**config.mk**
```make
export PLATFORM = sky130hd
export DESIGN_NAME = mem_lsu
export DESIGN_NICKNAME = d
export VERILOG_FILES = /design/src/rtl/mem_lsu_pkg.sv /design/src/rtl/mem_lane_align.sv /design/src/rtl/mem_lsu.sv
export SDC_FILE = /design/constraint.sdc
export NUM_CORES = 1
export LEC_CHECK = 0
export CORE_ASPECT_RATIO = 1.2
export CORE_UTILIZATION = 60
export DETAILED_ROUTE_END_ITERATION = 6
export DONT_BUFFER_PORTS = 1
export PLACE_DENSITY = 0.85
export SLEW_MARGIN = 20
export SYNTH_ARGS = -nofsm -noshare
export SYNTH_HDL_FRONTEND = slang
export SYNTH_SLANG_ARGS = --single-unit
```
**constraint.sdc**
```tcl
create_clock -name clk_i -period 2.7 [get_ports clk_i]
set_clock_uncertainty 0.05 [all_clocks]
set_input_delay 0.27 -clock clk_i [delete_from_list [all_inputs] [get_ports clk_i]]
set_output_delay 0.27 -clock clk_i [all_outputs]
set_load 0.05 [all_outputs]
```
**src/rtl/mem_lsu_pkg.sv**
```systemverilog
// Shared types for the load/store unit: access-size encodings, FSM states
// and the byte-lane mask helper used by the lane aligner.
package mem_lsu_pkg;

  typedef enum logic [1:0] {
    SZ_B = 2'b00,
    SZ_H = 2'b01,
    SZ_W = 2'b10,
    SZ_X = 2'b11
  } size_e;

  typedef enum logic [2:0] {
    IDLE,
    LD,
    ST_RD,
    ST_WR,
    RESP
  } state_e;

  // Byte lanes touched by an access of the given size at the given offset.
  function automatic logic [3:0] lane_mask(input logic [1:0] size, input logic [1:0] off);
    logic [3:0] m;
    case (size)
      SZ_B:    m = 4'b0001 << off;
      SZ_H:    m = off[1] ? 4'b1100 : 4'b0011;
      SZ_W:    m = 4'b1111;
      default: m = 4'b0000;
    endcase
    return m;
  endfunction

endpackage

```
**src/rtl/mem_lane_align.sv**
```systemverilog
// Little-endian lane handling: extracts and extends a load value from a memory
// word, and builds the write word by merging store data into the old word.
module mem_lane_align
  import mem_lsu_pkg::*;
(
  input  logic [31:0] word,
  input  logic [1:0]  off,
  input  logic [1:0]  size,
  input  logic        uns,
  input  logic [31:0] wdata,
  output logic [31:0] load_val,
  output logic [31:0] merged
);

  logic [7:0]  byte_lane;
  logic [15:0] half_lane;
  logic [31:0] wlanes;
  logic [3:0]  mask;

  always_comb begin
    case (off)
      2'd0:    byte_lane = word[7:0];
      2'd1:    byte_lane = word[15:8];
      2'd2:    byte_lane = word[23:16];
      default: byte_lane = word[31:24];
    endcase
    half_lane = off[1] ? word[31:16] : word[15:0];

    case (size)
      SZ_B:    load_val = {{24{byte_lane[7] & ~uns}}, byte_lane};
      SZ_H:    load_val = {{16{half_lane[15] & ~uns}}, half_lane};
      default: load_val = word;
    endcase
  end

  // Store data is replicated into every lane; the mask picks which lanes land.
  always_comb begin
    case (size)
      SZ_B:    wlanes = {4{wdata[7:0]}};
      SZ_H:    wlanes = {2{wdata[15:0]}};
      default: wlanes = wdata;
    endcase
    mask   = lane_mask(size, off);
    merged = word;
    for (int unsigned k = 0; k < 4; k++) begin
      if (mask[k]) merged[8*k +: 8] = wlanes[8*k +: 8];
    end
  end

endmodule

```
**src/rtl/mem_lsu.sv**
```systemverilog
// Load/store unit: single-outstanding core handshake in front of a
// word-addressed memory, with read-modify-write for sub-word stores.
module mem_lsu
  import mem_lsu_pkg::*;
#(
  parameter int unsigned DEPTH = 2048
) (
  input  logic        clk_i,
  input  logic        rst_n_i,
  input  logic        req_i,
  input  logic        we_i,
  input  logic [1:0]  size_i,
  input  logic        uns_i,
  input  logic [31:0] addr_i,
  input  logic [31:0] wdata_i,
  output logic        ready_o,
  output logic        valid_o,
  output logic        err_o,
  output logic [31:0] rdata_o,
  output logic [31:0] mem_a_o,
  output logic        mem_we_o,
  output logic [31:0] mem_wd_o,
  input  logic [31:0] mem_rd_i
);

  localparam logic [29:0] DEPTH_W = 30'(DEPTH);

  state_e      state;
  logic [1:0]  size_q;
  logic        uns_q;
  logic [31:0] addr_q;
  logic [31:0] wdata_q;
  logic        err_q;
  logic [31:0] rdata_q;
  logic [31:0] wd_q;
  logic        valid_q;
  logic        mwe_q;

  logic        illegal;
  logic [31:0] load_val;
  logic [31:0] merged;

  always_comb begin
    illegal = 1'b0;
    case (size_i)
      SZ_H:    illegal = addr_i[0];
      SZ_W:    illegal = |addr_i[1:0];
      SZ_X:    illegal = 1'b1;
      default: illegal = 1'b0;
    endcase
    if (addr_i[31:2] >= DEPTH_W) illegal = 1'b1;
  end

  mem_lane_align u_align (
    .word     (mem_rd_i),
    .off      (addr_q[1:0]),
    .size     (size_q),
    .uns      (uns_q),
    .wdata    (wdata_q),
    .load_val (load_val),
    .merged   (merged)
  );

  always_ff @(posedge clk_i) begin
    if (!rst_n_i) begin
      state   <= IDLE;
      size_q  <= '0;
      uns_q   <= 1'b0;
      addr_q  <= '0;
      wdata_q <= '0;
      err_q   <= 1'b0;
      rdata_q <= '0;
      wd_q    <= '0;
      valid_q <= 1'b0;
      mwe_q   <= 1'b0;
    end else begin
      valid_q <= 1'b0;
      mwe_q   <= 1'b0;
      case (state)
        IDLE: begin
          if (req_i) begin
            size_q  <= size_i;
            uns_q   <= uns_i;
            addr_q  <= addr_i;
            wdata_q <= wdata_i;
            err_q   <= illegal;
            if (illegal) begin
              rdata_q <= '0;
              valid_q <= 1'b1;
              state   <= RESP;
            end else if (!we_i) begin
              state <= LD;
            end else if (size_i == SZ_W) begin
              wd_q  <= wdata_i;
              mwe_q <= 1'b1;
              state <= ST_WR;
            end else begin
              state <= ST_RD;
            end
          end
        end
        LD: begin
          rdata_q <= load_val;
          valid_q <= 1'b1;
          state   <= RESP;
        end
        ST_RD: begin
          wd_q  <= merged;
          mwe_q <= 1'b1;
          state <= ST_WR;
        end
        ST_WR: begin
          valid_q <= 1'b1;
          state   <= RESP;
        end
        RESP:    state <= IDLE;
        default: state <= IDLE;
      endcase
    end
  end

  // Outputs are qualified by rst_n_i so an asserted reset silences them at
  // once, including a write that would otherwise commit from ST_WR.
  assign ready_o  = rst_n_i & (state == IDLE);
  assign valid_o  = rst_n_i & valid_q;
  assign err_o    = rst_n_i & valid_q & err_q;
  assign rdata_o  = rst_n_i ? rdata_q : '0;
  assign mem_a_o  = rst_n_i ? {addr_q[31:2], 2'b00} : '0;
  assign mem_we_o = rst_n_i & mwe_q;
  assign mem_wd_o = rst_n_i ? wd_q : '0;

endmodule

```
### Word level (Yosys, flattened, before mapping)

Cells that the tools add are included.

* bits of input ports: 103
* output and inout port bits: 100
* logic and storage cells: 80
* register bits: 137

* shift operators: 1
* muxes and demuxes: 36
* reductions and logical operators: 10
* equality and inequality tests: 15
* magnitude comparators: 1
* bitwise operators: 7

Operator list (number)
* 2-to-1 mux 32 bit: 9
* case mux 32 bit (2 select lines): 4
* 2-to-1 mux 8 bit: 4
* >= comparator 30 x 12 -> 1 bit (second input constant): 1
* case mux 8 bit (3 select lines): 1
* 2-to-1 mux 16 bit: 1
* case mux 4 bit (3 select lines): 1
* inequality test 2 bit (second input constant): 5
* case mux 3 bit (3 select lines): 1
* == test 2 bit (second input constant): 4
* 2-to-1 mux 1 bit: 8
* bitwise AND 1 bit: 6
* == test 2 x 1 -> 1 bit (second input constant): 3
* == test 3 x 2 -> 1 bit (second input constant): 2
* 2-to-1 mux 3 bit: 2
* AND reduction 5 bit: 1
* logical NOT 2 bit: 2
* 2-to-1 mux 4 bit: 1
* case mux 1 bit (2 select lines): 2
* nonzero test 2 bit: 2
* OR reduction 2 bit: 2
* << shifter 1 x 2 -> 4 bit (first input constant): 1
* == test 3 x 1 -> 1 bit (second input constant): 1
* logical NOT 3 bit: 1
* 5 further kinds: 5

### Logic depth before layout (Yosys ltp)

Gate-level depths: netlist of run 1.

* depth after elaboration: 6
* mapped depth: 8
* gate-level depth less buffers: 5

### Hierarchy

A second synthesis of run 1 with hierarchy kept.

* cells, all modules: 1079
* area total of the unflattened synthesis: 8393.0 um^2

By module, submodules not included
* mem_lsu: seq. area each 2742.6 um^2, cells an instance 846, area an instance 6766.5 um^2, times used 1
* mem_lane_align: seq. area each 0.0 um^2, cells an instance 233, area an instance 1626.6 um^2, times used 1

### Worst setup path before layout of run 1

No wires, ideal clock.

* kind: input to output
* start point: input port rst_n_i
* end point: output port ready_o
* data required time: 2.380 ns
* stages: 4
* path slack: 0.817 ns
* path buffers: 2
* arrival time: 1.563 ns
* cells stage by stage: clkbuf_1 clkbuf_1 nand2_1 nor2_1

* longest elaborated chain between the ends: 1

RTL lines
* start, declared: line mem_lsu.sv:9 `input logic rst_n_i,`
* bitwise AND 1 bit: line mem_lsu.sv:124 `assign ready_o = rst_n_i & (state == IDLE);`
* end, declared: line mem_lsu.sv:16 `output logic ready_o,`

No other way between the ends.

### Worst setup path in the final report of run 1

* start point: register state[1]
* end point: register wd_q[20]

* longest elaborated chain between the ends: 3
* elaborated cells on any way between the ends: 9
* those cells by class: eq/ne: 5; mux: 1; reduce/logical: 3

RTL lines
* start, declared: line mem_lsu.sv:28 `state_e state;`
* start signal, assigned: line mem_lsu.sv:66 `state <= IDLE;`
* start signal, assigned: line mem_lsu.sv:90 `state <= RESP;`
* start signal, assigned: line mem_lsu.sv:92 `state <= LD;`
* == test 3 x 2 -> 1 bit or logical NOT 3 bit (tied branches): line mem_lsu.sv:79 `case (state)`
* nonzero test 2 bit (no source line) or inequality test 2 bit (tied branches)
* AND reduction 5 bit (no source line)
* end signal, assigned: line mem_lsu.sv:94 `wd_q <= wdata_i;`
* end signal, assigned: line mem_lsu.sv:108 `wd_q <= merged;`
* end, declared: line mem_lsu.sv:35 `logic [31:0] wd_q;`

Parallel ways exist; a longest one is shown, timed or not.
A chain may end at the register's enable or synchronous reset.

==> results.tsv, run 1 <==
stage	metric	value	unit
worst_setup_path	slowest_delay	0.50	ns
cells_and_area	final_area	8780	um2
synthesis	synth_ff_type	dfxtp_1	
cells_and_area	diodes	0	
clocking	post_cts_buffers	0	
synthesis	synth_common_cells	227 x nand2_1, 137 x dfxtp_1, 66 x a21boi_0	
global_route	track_usage	0.380	
worst_setup_path	crit_chain	nor3b_4 -> buf_4 -> o2111ai_1 -> o311ai_0 -> nand2_1 -> mux2i_1	
timing	final.setup.worst_slack	0.528	ns
detailed_routing	drt-total-wl	23.5	mm
clocking	clk_path_buf_depth	2	
synthesis	syn_inst	919	
cells_and_area	drive_gt1_frac	0.0795	
clocking	cts-resized-gates	0	
floorplan	die_h	123	um
clocking	cts_tree	done	
worst_setup_path	timing.critical_path.fanout_max	41	
synthesis	async_flop_share	0	
synthesis	synth_area	7320	um2
synthesis	yosys.area.top_type_share	0.375	
synthesis	yosys_warnings	0	
worst_setup_path	worstSetupStartpointType	flop	
placement	port_buffers	0	
timing	worstMarginPinSlew	0.721	ns
synthesis	ys_ff_latch	137	
worst_setup_path	worstSetupEndpointType	flop	
worst_setup_path	ff2ff_setup_slack	0.53	ns
cells_and_area	nNetsFinal	1071	
global_route	grt_max_degree	116	
placement	dp_cells	1018	
placement	place_area	7300	um2
floorplan	dieArea	12600	um2
detailed_routing	remaining_drc_errors	17	
floorplan	core_area	11700	um2
detailed_routing	dr.pass1.iters	7	
placement	preCtsSetupSlack	0.443	ns
clocking	h-tree-depth	4	
global_route	antenna_found_initial	1	
cells_and_area	final_util	0.748	
floorplan	chipWidth	103	um
clocking	holdBufCountCts	88	
clocking	cts_buffers	17	
worst_setup_path	worstSetupPathType	flop to flop	
worst_setup_path	worstPathRequired	3.00	ns
worst_setup_path	crit_family	compound AO/OA/AOI/OAI gates	
floorplan	io_pins	203	
synthesis	synth_area_per_cell	7.96	um2
timing	fin_tns_setup	0	ns
detailed_routing	wl_per_cell	20.6	um
outcome	status	complete, but fails checks	
synthesis	yosysTopAreaCell	dfxtp_1	
hold_path	min_path_type	input pin to flop	
detailed_routing	final_antenna_net_count	0	
synthesis	synth_edf_count	0	
floorplan	num_rows	43	
synthesis	ys_types	53	
synthesis	synth_area_leaders	dfxtp_1 37%, nand2_1 12%, mux2i_1 7.7%	
synthesis	ys_seq_area_frac	0.375	
placement	hpwl	13.7	mm
worst_setup_path	critPathBufInv	1	
run	drv_cap	0	
detailed_routing	vias_per_cell	6.18	
timing	slew_headroom	0.515	
worst_setup_path	arrival	2.47	ns
detailed_routing	drt_iter0_markers	656	
cells_and_area	stdcell_count	1138	
floorplan	initial_core_util	0.624	
synthesis	synth_most_common_cell	nand2_1	
timing	setup_violations	0	
pwr	peakVddDrop	524	uV
cells_and_area	area_growth	20.0	%
pwr	power_density	577	nW/um2
detailed_routing	via_count	7032	
global_route	grt_pass1_vias	6670	
pwr	p_leak	3.74	nW
timing	rsz0062_at_grt	false	
timing	fin_crit	2.17	ns
outcome	violations	design-rule violations	
clocking	clock_latency	0.42	ns
placement	gp_congestion	0.946	
timing	timing.final.crit_share	0.804	
timing	fmax	0.460	GHz
timing	drv_slew	0	
global_route	grt_pass1_wl	35.8	mm
clocking	clk_pin_slew_worst_paths	0.06	ns
clocking	ctsRootBufferMaster	clkbuf_16	
clocking	clock_sinks	137	
worst_setup_path	crit_slowest_cell	dfxtp_1	
global_route	grt-ovfl-total	0	
timing	hold_viol	0	
[metrics by stage]
step	total power, mW	hold WS (ns)
final	5.07	0.00986
after global routing	5.22	0.0110
after CTS	5.04	0.000928
after detailed placement	2.67	0.362
after global placement	2.65	0.357
after floorplan	2.61	0.355
[flip-flops by register name (all words and copies together), names as in the netlist, 2 cells and up]
signal	flops
rdata_q	32
state	3
wd_q	32
wdata_q	32
addr_q	32
size_q	2
[power breakdown]
group | switching, mW | total (mW) | leakage, nW | internal, mW
clock network | 0.851 | 2.28 | 0.288 | 1.43
logic | 0.387 | 0.655 | 2.34 | 0.267
registers | 0.0507 | 2.13 | 1.12 | 2.08
[cell families (layout without fill, tap and decap cells)]
group                  after synthesis  count (layout)  share of synthesized area
other                                1               2                   0.000513
multiplexers                        74              74                      0.113
flip-flops                         137             137                      0.375
AO/OA/AOI/OAI                      220             220                      0.207
AND/OR/NAND/NOR                    350             350                      0.224
buffers and inverters              137             198                     0.0816
[cell usage in the layout (no fill, tap or decap), types with 2 or more instances in the layout]
cell type,count
o311ai_1,2
buf_4,17
o21ai_0,50
o311ai_0,6
a31oi_1,2
mux2i_1,56
a21boi_0,66
clkbuf_8,3
inv_1,60
a21oi_1,16
mux2_4,13
dlygate4sd3_1,87
conb_1,2
clkbuf_16,17
clkinv_2,5
o22ai_1,32
nor2_1,8
mux2_2,4
nor3_1,13
nand2_1,227
bufinv_16,2
dfxtp_1,136
o2111ai_1,8
and2_1,63
o211a_1,3
nor2b_1,20
clkbuf_1,4
nand3_1,2
a222oi_1,7
o31ai_1,7
o21a_1,4
a221oi_1,7
nor4_2,4
nand2b_1,4
[per-layer routing]
layer	routed length [um]	track usage	part of all wire	vias up
li1	-	-	-	3212
met1	8520	0.445	0.36	3240
met2	10600	0.575	0.45	449
met3	2830	0.149	0.12	129
met4	1470	0.245	0.062	2
met5	12	0	0.00051	-
[area by class of cell]
class,instances,area [um2]
multi-input combinational,646,3990
fill,816,2950
sequential,137,2740
timing repair buffer,106,1050
clock buffer,24,482
inverter,60,225
tap,157,196
clock inverter,8,93.8
[final timing paths]
path / start / to / depth (start not counted)
max: state[1] / wd_q[20] / 6
min reg2reg: addr_q[17] / addr_q[17] / 2
min: mem_rd_i[9] / rdata_q[9] / 2
max reg2reg: state[1] / wd_q[20] / 6
No activity file was read; power rests on OpenSTA's default activity.
==> run 2, diff against run 1 <==
==> constraint.sdc (replaced) <==
create_clock -name clk_i -period 2.15 [get_ports clk_i]
set_clock_uncertainty 0.05 [all_clocks]
set_input_delay 0.215 -clock clk_i [delete_from_list [all_inputs] [get_ports clk_i]]
set_output_delay 0.215 -clock clk_i [all_outputs]
set_load 0.05 [all_outputs]
==> run 2 against run 1 <==
  * The run still ends with design-rule violations left
  * Via count is 3.9% higher
  * Largest power group unchanged
  * Design area is 3.8% higher
  * Clock-buffer cell count is 4 lower
  * Combinational power is 37% higher
  * Highest routed layer is now met4
==> results.tsv, run 2 (same netlist as run 1, synthesis figures left out) <==
stage	metric	value	unit
outcome	status	complete, but fails checks	
outcome	violations	design-rule violations	
placement	port_buffers	0	
timing	whs	0.0225	ns
timing	setup_violations	0	
detailed_routing	via_count	7305	
worst_setup_path	timing.rr.end	wd_q[26]	
worst_setup_path	ff2ff_setup_slack	0.05	ns
worst_setup_path	worstSetupPathType	flop to flop	
cells_and_area	nNetsFinal	1100	
hold_path	min_path_type	input pin to flop	
timing	final.setup.worst_slack	0.0532	ns
timing	hold_viol	0	
global_route	grt-ovfl-total	0	
run	drv_cap	0	
worst_setup_path	r2r_start	size_q[1]	
global_route	use_met1	0.449	
worst_setup_path	worstSetupStartpointType	flop	
clocking	clk_pin_slew_worst_paths	0.06	ns
pwr	p_leak	3.90	nW
pwr	power_density	700	nW/um2
global_route	gr-usage-met3	0.145	
cells_and_area	final_common_cell	nand2_1	
cells_and_area	area_growth	24.5	%
floorplan	chipWidth	103	um
timing	fin_tns_setup	0	ns
cells_and_area	final_area	9110	um2
timing	fin_crit	2.10	ns
global_route	antenna_found_initial	0	
floorplan	core_area	11700	um2
global_route	met2_usage	0.615	
clocking	ctsRootBufferMaster	clkbuf_16	
worst_setup_path	worstSetupEndpoint	wd_q[26]	
placement	hpwl	13.9	mm
detailed_routing	vias_per_cell	6.26	
worst_setup_path	arrival	2.36	ns
global_route	grt_pass1_vias	6897	
worst_setup_path	timing.critical_path.fanout_max	23	
cells_and_area	final_cell_mix	227 x nand2_1, 133 x dfxtp_1, 109 x dlygate4sd3_1, 65 x a21boi_0, 63 x and2_1	
floorplan	die_h	123	um
clocking	clk_path_buf_depth	2	
floorplan	num_rows	43	
detailed_routing	remaining_drc_errors	1	
placement	gp_congestion	0.939	
pwr	peakVddDrop	641	uV
clocking	cts_tree	done	
clocking	cts_buffers	17	
detailed_routing	final_antenna_net_count	0	
timing	timing.final.crit_share	0.975	
floorplan	initial_core_util	0.624	
detailed_routing	wl_per_cell	21.4	um
worst_setup_path	worstRegToRegCells	5	
floorplan	io_pins	203	
global_route	grt_pass1_wl	37.0	mm
global_route	track_usage	0.388	
global_route	grt_max_degree	118	
placement	place_area	7380	um2
timing	fmax	0.477	GHz
cells_and_area	drive_gt1_frac	0.0892	
placement	preCtsSetupSlack	0.118	ns
detailed_routing	dr.pass1.iters	7	
detailed_routing	drt_iter0_markers	783	
detailed_routing	drt-total-wl	25.0	mm
clocking	h-tree-depth	4	
timing	worstMarginPinSlew	0.674	ns
worst_setup_path	cp-startpoint	size_q[1]	
global_route	busiest_layer	met2	
timing	slew_headroom	0.547	
worst_setup_path	worstPathRequired	2.42	ns
floorplan	dieArea	12600	um2
timing	rsz0062_at_grt	false	
timing	drv_slew	0	
clocking	clock_sinks	137	
worst_setup_path	worstSetupEndpointType	flop	
clocking	clock_latency	0.43	ns
run 2: where the power goes:
group	leakage [nW]	switching (mW)	internal, mW
Clock	0.262	1.12	1.67
Combinational	2.52	0.514	0.385
Sequential	1.12	0.0669	2.62
run 2: final cells by class:
class                   instances  area, um2
flip-flops and latches        137       2750
clock inverters                11       98.8
inverters                      60        225
clock buffers                  20        467
fillers                       762       2620
repair buffers                135       1380
well taps                     157        196
diodes                          1       2.50
multi-input cells             646       3990
run 2: critical path: stages, from the launching register on:
cell and delay [ns]:
dfxtp_2 0.55, nand2b_1 0.27, o21a_1 0.48, mux2i_1 0.28
a21oi_1 0.09, mux2_2 0.26
run 2: worst min-delay path by stage:
stage	from	to	slack, ns	cells after the start
final	mem_rd_i[7]	rdata_q[7]	0.02	3
after CTS	rst_n_i	rdata_q[8]	0.01	2
after global placement	rst_n_i	rdata_q[4]	0.30	1
after global routing	rst_n_i	wd_q[16]	0.03	2
after detailed placement	rst_n_i	rdata_q[4]	0.31	1
after floorplan	addr_i[21]	addr_q[21]	0.30	2
run 2: through the flow:
stage	power, mW	instances	utilization
floorplan	3.27	920	-
global placement	3.35	1022	0.629
detailed placement	3.37	1022	0.629
CTS	6.30	1163	0.773
global route	6.55	1166	0.776
finish	6.37	1167	0.776
run 2: repair_timing:
item,CTS,global route
hold buffers,110,0
gates resized for setup,0,7
endpoints found under the setup margin,0,13
endpoints found under the hold margin,119,0
setup buffers,0,2
run 2: metal layers:
layer | routed length (um) | up-vias
met1 | 8920 | 3346
li1 | - | 3275
met5 | 0 | -
met3 | 3100 | 141
met4 | 1610 | 0
met2 | 11400 | 543
==> run 3, diff against run 2 <==
--- a/config.mk
+++ b/config.mk
@@ -5,8 +5,10 @@
 export SDC_FILE = /design/constraint.sdc
 export NUM_CORES = 1
 export LEC_CHECK = 0
+export ABC_CLOCK_PERIOD_IN_PS = 1900
 export CORE_ASPECT_RATIO = 1.2
-export CORE_UTILIZATION = 60
+export CORE_MARGIN = 10
+export CORE_UTILIZATION = 58
 export DETAILED_ROUTE_END_ITERATION = 6
 export DONT_BUFFER_PORTS = 1
 export PLACE_DENSITY = 0.85
==> constraint.sdc (replaced) <==
create_clock -name clk_i -period 1.9 [get_ports clk_i]
set_clock_uncertainty 0.05 [all_clocks]
set_input_delay 0.19 -clock clk_i [delete_from_list [all_inputs] [get_ports clk_i]]
set_output_delay 0.19 -clock clk_i [all_outputs]
set_load 0.05 [all_outputs]
==> run 3 against run 2 <==
  * The run still ends with design-rule violations left
  * First-iteration DRC count rose by 37%
  * Critical path depth rose by 1
  * Hold slack got worse by 0.014 ns
  * Via count rose by 1.2%
  * Worst setup slack improved by 0.012 ns
  * Global-route usage fell by 9.1 points
  * Flip-flop and latch count did not move
  * Design area rose by 4.3%
  * Combinational power rose by 16%
  * Routed wire length rose by 6.3%
  * Sequential power rose by 13%
  * Critical endpoint is now rdata_q[14]
  * Largest cell class unchanged
==> results.tsv, run 3 (same netlist as run 1, synthesis figures left out) <==
stage	metric	value	unit
outcome	status	complete, but fails checks	
outcome	violations	design-rule violations	
timing	fin_crit	1.83	ns
worst_setup_path	worstSetupStartpointType	flop	
floorplan	dieArea	17500	um2
worst_setup_path	worstSetupPathType	flop to flop	
cells_and_area	final_cell_mix	227 x nand2_1, 135 x dfxtp_1, 118 x dlygate4sd3_1, 66 x a21boi_0, 63 x and2_1	
worst_setup_path	crit_slowest_cell	mux4_2	
pwr	p_leak	4.01	nW
global_route	track_usage	0.298	
cells_and_area	drive_gt1_frac	0.115	
timing	slew_headroom	0.623	
detailed_routing	drt_iter0_markers	1073	
worst_setup_path	r2r_start	addr_q[1]	
clocking	clock_latency	0.42	ns
clocking	clk_path_buf_depth	2	
timing	fmax	0.545	GHz
floorplan	io_pins	203	
cells_and_area	nNetsFinal	1137	
worst_setup_path	crit_family	multiplexers	
detailed_routing	via_count	7394	
hold_path	hold_depth	2	
floorplan	core_area	12200	um2
detailed_routing	wl_per_cell	22.0	um
pwr	peakVddDrop	529	uV
timing	rsz0062_at_grt	false	
placement	gp_congestion	0.919	
hold_path	min_to	wd_q[31]	
clocking	cts_tree	done	
clocking	ctsRootBufferMaster	clkbuf_16	
detailed_routing	remaining_drc_errors	16	
clocking	h-tree-depth	4	
timing	whs	0.00852	ns
worst_setup_path	worstRegToRegCells	6	
detailed_routing	dr.pass1.iters	7	
timing	worstMarginPinSlew	0.569	ns
worst_setup_path	worstSetupEndpointType	flop	
global_route	antenna_found_initial	2	
global_route	grt_pass1_vias	7404	
floorplan	initial_core_util	0.599	
detailed_routing	vias_per_cell	6.13	
timing	setup_violations	0	
floorplan	chipWidth	123	um
floorplan	num_rows	44	
worst_setup_path	slowest_delay	0.53	ns
worst_setup_path	worstPathRequired	2.14	ns
worst_setup_path	arrival	2.08	ns
run	drv_cap	0	
global_route	grt_pass1_wl	41.1	mm
timing	hold_viol	0	
hold_path	hp-start	rst_n_i	
placement	hpwl	15.9	mm
placement	port_buffers	0	
worst_setup_path	crit_chain	mux4_2 -> nand2_1 -> nor3_1 -> buf_4 -> a221oi_1 -> o22ai_1	
timing	timing.final.crit_share	0.965	
global_route	grt_max_degree	111	
clocking	cts_buffers	17	
placement	dp_cells	1057	
worst_setup_path	timing.rr.end	rdata_q[14]	
worst_setup_path	timing.critical_path.fanout_max	7	
detailed_routing	final_antenna_net_count	0	
clocking	clk_pin_slew_worst_paths	0.06	ns
pwr	power_density	757	nW/um2
floorplan	die_h	143	um
cells_and_area	diodes	0	
cells_and_area	area_growth	29.8	%
worst_setup_path	critPathBufInv	1	
timing	drv_slew	0	
worst_setup_path	ff2ff_setup_slack	0.07	ns
hold_path	min_path_type	input pin to flop	
detailed_routing	drt-total-wl	26.6	mm
clocking	clock_sinks	137	
cells_and_area	stdcell_count	1207	
cells_and_area	final_common_cell	nand2_1	
global_route	grt-ovfl-total	0	
run 3: cell count changes in the layout (fill, tap and decap cells not counted), moves of 2 or more:
cell | previous run | this run
nor2_1 | 8 | 6
dfxtp_1 | 133 | 135
dfxtp_2 | 4 | 2
buf_4 | 18 | 40
buf_12 | 4 | 12
nor2_2 | 0 | 2
dlygate4sd3_1 | 109 | 118
run 3: layout make-up:
class / instances / area, um2
Multi-Input combinational cell: 646 / 4010
Sequential cell: 137 / 2750
Fill cell: 758 / 2730
Timing Repair Buffer: 172 / 1760
Clock buffer: 20 / 457
Inverter: 60 / 225
Tap cell: 161 / 201
Clock inverter: 11 / 100
run 3: per-stage QoR:
stage	TNS, ns	power [mW]	instance area [um2]	utilization	setup WS [ns]
after CTS	0	7.14	9470	0.775	0.0103
after floorplan	0	3.70	7320	-	0.138
final	0	7.19	9500	0.777	0.0657
after detailed placement	-0.335	3.86	7710	0.631	-0.0475
after global routing	0	7.40	9500	0.777	0.00315
after global placement	-0.000864	3.84	7710	0.631	-0.000864
run 3: repair_timing:
action                                 in CTS  in global routing
hold buffers                              119                  0
setup endpoints to repair                   0                 19
endpoints found under the hold margin     120                  0
gates resized for setup                     0                  9
buffers inserted                            0                  0
run 3: worst max-delay path by stage:
stage                           from          end  slack, ns  depth (start not counted)
after floorplan            addr_q[1]      wd_q[0]       0.14                          6
after global placement    addr_i[25]     wd_q[19]    -0.0009                          7
after detailed placement  addr_i[25]     wd_q[20]      -0.05                          7
after CTS                  addr_q[1]      wd_q[6]       0.01                          7
after global routing       addr_q[1]      wd_q[1]      0.003                          7
final                      addr_q[1]  rdata_q[14]       0.07                          6
run 3: routing by layer:
metal / track usage / share of wire / routed length (um) / vias to the layer above
li1: - / - / - / 3341
met1: 0.342 / 0.35 / 9370 / 3391
met2: 0.467 / 0.46 / 12100 / 525
met3: 0.114 / 0.13 / 3500 / 135
met4: 0.165 / 0.059 / 1570 / 2
met5: 0 / 0.00045 / 12 / -
run 3: power breakdown:
| group | internal, mW | leakage, nW | switching [mW] | total, mW |
|---|---|---|---|---|
| Clock | 1.85 | 0.260 | 1.26 | 3.12 |
| Sequential | 2.96 | 1.12 | 0.0654 | 3.03 |
| Combinational | 0.449 | 2.64 | 0.590 | 1.04 |
| Total | 5.27 | 4.01 | 1.92 | 7.19 |
